[config.mk]
export PLATFORM = sky130hd
export DESIGN_NAME = stream_mux_n1
export DESIGN_NICKNAME = d
export VERILOG_FILES = /design/src/rtl/stream_mux_n1.sv
export SDC_FILE = /design/constraint.sdc
export NUM_CORES = 1
export LEC_CHECK = 0
export CORE_ASPECT_RATIO = 1.5
export CORE_MARGIN = 2
export CORE_UTILIZATION = 45
export DETAILED_ROUTE_END_ITERATION = 6
export PLACE_DENSITY = 0.94
export SLEW_MARGIN = 10
export SYNTH_ARGS = -nofsm -noshare
export SYNTH_HDL_FRONTEND = slang
export SYNTH_SLANG_ARGS = --single-unit
[constraint.sdc]
create_clock -name clk -period 10.3 [get_ports clk]
set_input_delay 1.545 -clock clk [delete_from_list [all_inputs] [get_ports clk]]
set_output_delay 1.545 -clock clk [all_outputs]
set_load 0.005 [all_outputs]
[src/rtl/stream_mux_n1.sv]
// stream_mux_n1: parametrised N:1 valid/ready stream multiplexer.
// Channel chosen by explicit select (mode=0) or round-robin (mode=1);
// the selected word is captured in a single registered output stage.
module stream_mux_n1 #(
    parameter int N_CH   = 8,
    parameter int DATA_W = 8,
    parameter int SEL_W  = $clog2(N_CH)
) (
    input  logic                     clk,
    input  logic                     rst,
    input  logic                     mode,
    input  logic [SEL_W-1:0]         sel,
    input  logic [N_CH*DATA_W-1:0]   in_data,
    input  logic [N_CH-1:0]          in_valid,
    output logic [N_CH-1:0]          in_ready,
    output logic [DATA_W-1:0]        out_data,
    output logic [SEL_W-1:0]         out_ch,
    output logic                     out_valid,
    input  logic                     out_ready
);

    localparam logic [SEL_W:0]   NCH_W = (SEL_W+1)'(N_CH);
    localparam logic [SEL_W-1:0] LAST  = SEL_W'(N_CH - 1);

    logic [DATA_W-1:0] out_data_q, out_data_d;
    logic [SEL_W-1:0]  out_ch_q, out_ch_d;
    logic              out_valid_q, out_valid_d;
    logic [SEL_W-1:0]  rr_ptr_q, rr_ptr_d;

    logic              load;
    logic              xfer;
    logic [SEL_W-1:0]  grant;
    logic              grant_ok;
    logic [SEL_W:0]    idx;
    logic [DATA_W-1:0] grant_data;

    assign load = !out_valid_q || out_ready;

    // Grant: explicit select (range-checked) or first valid channel scanning from rr_ptr
    always_comb begin
        grant    = '0;
        grant_ok = 1'b0;
        idx      = '0;
        if (!mode) begin
            grant    = sel;
            grant_ok = ({1'b0, sel} < NCH_W);
        end else begin
            for (int unsigned k = 0; k < N_CH; k++) begin
                // wrap at N_CH rather than 2^SEL_W so non-power-of-two counts stay in range
                idx = {1'b0, rr_ptr_q} + (SEL_W+1)'(k);
                if (idx >= NCH_W) idx = idx - NCH_W;
                if (!grant_ok && in_valid[idx[SEL_W-1:0]]) begin
                    grant_ok = 1'b1;
                    grant    = idx[SEL_W-1:0];
                end
            end
        end
    end

    // Slice of the granted channel; non-granted data never reaches the register
    always_comb begin
        grant_data = '0;
        for (int unsigned i = 0; i < N_CH; i++) begin
            if (grant == SEL_W'(i)) grant_data = in_data[i*DATA_W +: DATA_W];
        end
    end

    // One-hot ready toward the granted channel, suppressed during reset and backpressure
    always_comb begin
        in_ready = '0;
        if (!rst && load && grant_ok) begin
            for (int unsigned i = 0; i < N_CH; i++) begin
                in_ready[i] = (grant == SEL_W'(i));
            end
        end
    end

    assign xfer = |(in_valid & in_ready);

    // Next state of the output stage and round-robin pointer
    always_comb begin
        out_valid_d = out_valid_q;
        out_data_d  = out_data_q;
        out_ch_d    = out_ch_q;
        rr_ptr_d    = rr_ptr_q;
        if (load) begin
            out_valid_d = xfer;
            if (xfer) begin
                out_data_d = grant_data;
                out_ch_d   = grant;
                if (mode) rr_ptr_d = (grant == LAST) ? '0 : grant + 1'b1;
            end
        end
    end

    // Output register and pointer state with synchronous reset
    always_ff @(posedge clk) begin
        if (rst) begin
            out_valid_q <= 1'b0;
            out_data_q  <= '0;
            out_ch_q    <= '0;
            rr_ptr_q    <= '0;
        end else begin
            out_valid_q <= out_valid_d;
            out_data_q  <= out_data_d;
            out_ch_q    <= out_ch_d;
            rr_ptr_q    <= rr_ptr_d;
        end
    end

    assign out_data  = out_data_q;
    assign out_ch    = out_ch_q;
    assign out_valid = out_valid_q;

endmodule

==> reports/summary.md <==
After routing the design area is 3400 µm². Entering global routing, the biggest net connects 29 pins. The proportion of total power due to net switching is 50.9%. The congestion estimate from routability-driven global placement came to 0.949. On the final layout, the worst hold slack is 499 ps. In this run, synthesis produced a sequential element count of 15.

The maximum vdd drop is 119 µV. The root cell of the clock tree is clkbuf_8. In this run, synthesis inferred 0 flip-flops with an integrated enable. The via count of the first global-routing pass came out at 2,803. For this block, the routed nets add up to 8050 µm of wire. The floorplan has 32 rows. From bottom edge to top edge, the die measures 94.2 µm. For this run, the leading register cell type out of synthesis is dfxtp_1. The post-layout minimum cycle time came out at 7640 ps.

The tools report the hold violation total from the final report as 0. Clock tree synthesis found a total of 15 sinks. The fraction of the yosys area taken by sequential cells is 12.3%, and the number of DRC markers in iteration 0 is 161.

After detailed routing, the number of vias per cell comes to 6.11. The quantity of I/O buffers inserted on ports is 98, and the aggregate global routing overflow is 0. By count the netlist is led by nand2_1 (34), nor2_1 (34), a21oi_1 (28). The analysis attributes to net switching a power of 0.434 mW. Of the total power, registers draw 13.5%. Setup repair after global routing left no endpoint under its margin. dfxtp_1 takes more of the synthesized area than any other cell. The floorplan step defined a core boundary enclosing 5200 µm². The number of buffers inserted to repair setup after CTS is 0, and the data required time at the worst endpoint is 8760 ps. The path type of the worst setup path is in2out. Yosys mapped the design onto 58 distinct sky130hd cell types. The count of nets left with antenna violations once routing finished came out at 0. Pin placement for this block handled 99 I/O pins. TritonCTS built the clock tree. The clock insertion delay at the later pin of the skew report is 250 ps. In this run the biggest area consumer among cell types represents 12.3% of the synthesized area. Cells with a size suffix above 1 make up 8.81% of the layout. A synthesized cell averages 7.82 µm². The tool flagged a number of max-cap violations equal to 0.

The share of total power dissipated in combinational logic is 80.9%. At the end of the flow the core is filled with cells to 65.3%. The capturing element type of the critical path is an output port. For the number of buffers added by the clock tree synthesis step, the log shows 3. For the endpoint arrival time on the critical path, the log shows 6090 ps. The number of antenna violations at the first check in global routing was 0; the total DRC errors in the routed layout was 0. The clock arrives with 0.708 ps of skew.

The area overhead of the layout relative to synthesis is 39.3%. The final critical-path share of the clock period is 74.2%, and the total via count after detailed routing is 2,774. Counting every net in the synthesized netlist gives 399. For this design the static power due to leakage is 1.18 nW. After detailed routing, the average wire length per cell comes to 17.7 µm.

Of all flip-flops after synthesis, the portion carrying an async set or reset was 0%. For the internal portion of total power, the log shows 0.418 mW. Summing all placed instances gives a cell area of 3350 µm².

Count of endpoints failing setup in the final report: 0. For this run, the number of standard cells in the final layout without fillers is 454. Derived from the worst setup path, the maximum achievable clock frequency is 131 MHz. The initial utilization of the core area, before any placement, comes to 46.9%.

The sum of negative setup slack is 0 ps. The die covers 6040 µm². Along the worst path, the maximum fanout reaches 28. At the pin with the least slew margin, the transition time is 974 ps. The floorplan die width works out to 64.1 µm.

The power per cell area is 251 nW/µm². The flow ran to the end, and the final reports show no timing, DRC or antenna violations. The tightest min-delay check is of the reg2reg type. The number of hold buffers added after CTS was 0. For this run, the number of Yosys warnings is 0. The clock transition at the register clock pins on the worst setup and hold paths after CTS is 60 ps, and the summed instance area of the synthesized netlist is 2440 µm². The worst slew margin relative to its limit was 35.1%; the fraction of power consumed by the clock network was 5.6%.

The worst setup path is launched from an input port. For the post-synthesis cell count, the log shows 312. The logs give 4 for the number of detailed-route iterations in the first pass and 27.1% for the overall global routing resource usage. In this run the deepest clock path goes through 2 buffers. The number of diodes added for antenna fixing was 0; the number of nets in the finished design was 474.

Once placement completed, the tool counted placed cells totaling 450. Yosys attributes the largest share of cell area to dfxtp_1 (12%), mux4_2 (11%), mux2i_1 (7.0%). After legalization and detailed placement, the total HPWL measured 6380 µm.

The first global-routing pass estimated 13,000 µm of wire. Post-CTS repair changed the size of 0 cells. For the count of final max-slew check failures, the log shows 0. The tools report the number of H-tree levels as 1.
-- power by group through the flow --
stage          Sequential, mW  Clock [mW]  Combinational [mW]
2_1_floorplan          0.0927           0               0.524
3_3_place_gp            0.114           0               0.668
3_5_place_dp            0.116           0               0.679
4_1_cts                 0.115      0.0477               0.683
5_1_grt                 0.119      0.0503               0.749
6_report                0.115      0.0473               0.689
-- routing by layer --
layer  vias to the layer above  global-route usage, %  share of wire (%)
met5                         -                      0                  0
met4                         0                   11.7                4.3
met3                        28                   3.96                6.8
met2                       142                   51.6                 53
met1                      1265                   29.0                 36
li1                       1339                      -                  -
-- state kept, by name (all words and copies together), names as in the netlist --
register   flops
out_data       8
out_valid      1
out_ch         3
rr_ptr_q       3
-- path summary, 6_finish.rpt --
check,from,to,slack [ps],cells past startpoint
hold reg to reg,out_data[4]$_SDFFE_PP0P_,out_data[4]$_SDFFE_PP0P_,500,2
setup reg to reg,rr_ptr_q[0]$_SDFFE_PP0P_,out_data[0]$_SDFFE_PP0P_,3810,19
hold / removal,out_data[4]$_SDFFE_PP0P_,out_data[4]$_SDFFE_PP0P_,500,2
setup / recovery,in_valid[4],in_ready[2],2660,12
-- through the flow --
step,setup WS (ps),power (mW)
3_5_place_dp,2720,0.795
6_report,2660,0.851
3_3_place_gp,2880,0.782
4_1_cts,2700,0.845
2_1_floorplan,4380,0.617
5_1_grt,2340,0.919
-- layout make-up --
type | instances | area (µm²)
Clock buffer | 3 | 41.3
Clock inverter | 1 | 5.00
Fill cell | 437 | 1810
Inverter | 15 | 56.3
Multi-Input combinational cell | 254 | 1930
Sequential cell | 15 | 300
Tap cell | 68 | 85.1
Timing Repair Buffer | 98 | 981
-- cells by family after synthesis --
family	Yosys count	synth area share, %
AOI/OAI and AO/OA	109	33.7
and+or+nand+nor	97	18.3
buffers and inverters	43	8.62
muxes	36	21.5
DFF	15	12.3
adders and majority gates	8	4.10
xor gates and xnor gates	4	1.44
-- layout by cell type, fill, tap and decap left out, types with 5 or more instances in the layout --
cell	n
ha_1	8
a211oi_1	5
mux4_2	12
mux2_2	5
inv_1	14
nand2_1	34
a21oi_1	28
clkdlybuf4s50_1	98
o211ai_1	16
nor2_1	34
and2_1	5
a221o_1	7
dfxtp_1	15
mux2i_1	17
o21ai_0	18
-- critical path: stages --
cell             delay (ps)
clkdlybuf4s50_1         550
mux4_2                  610
mux2i_2                 360
and2_4                  250
and4_1                  340
nor2b_1                 170
a21oi_1                  50
a31oi_1                 310
ha_1                    810
inv_1                   360
nor2_1                  200
clkdlybuf4s50_1         520
Note: power is estimated with default switching activity, not from simulation.
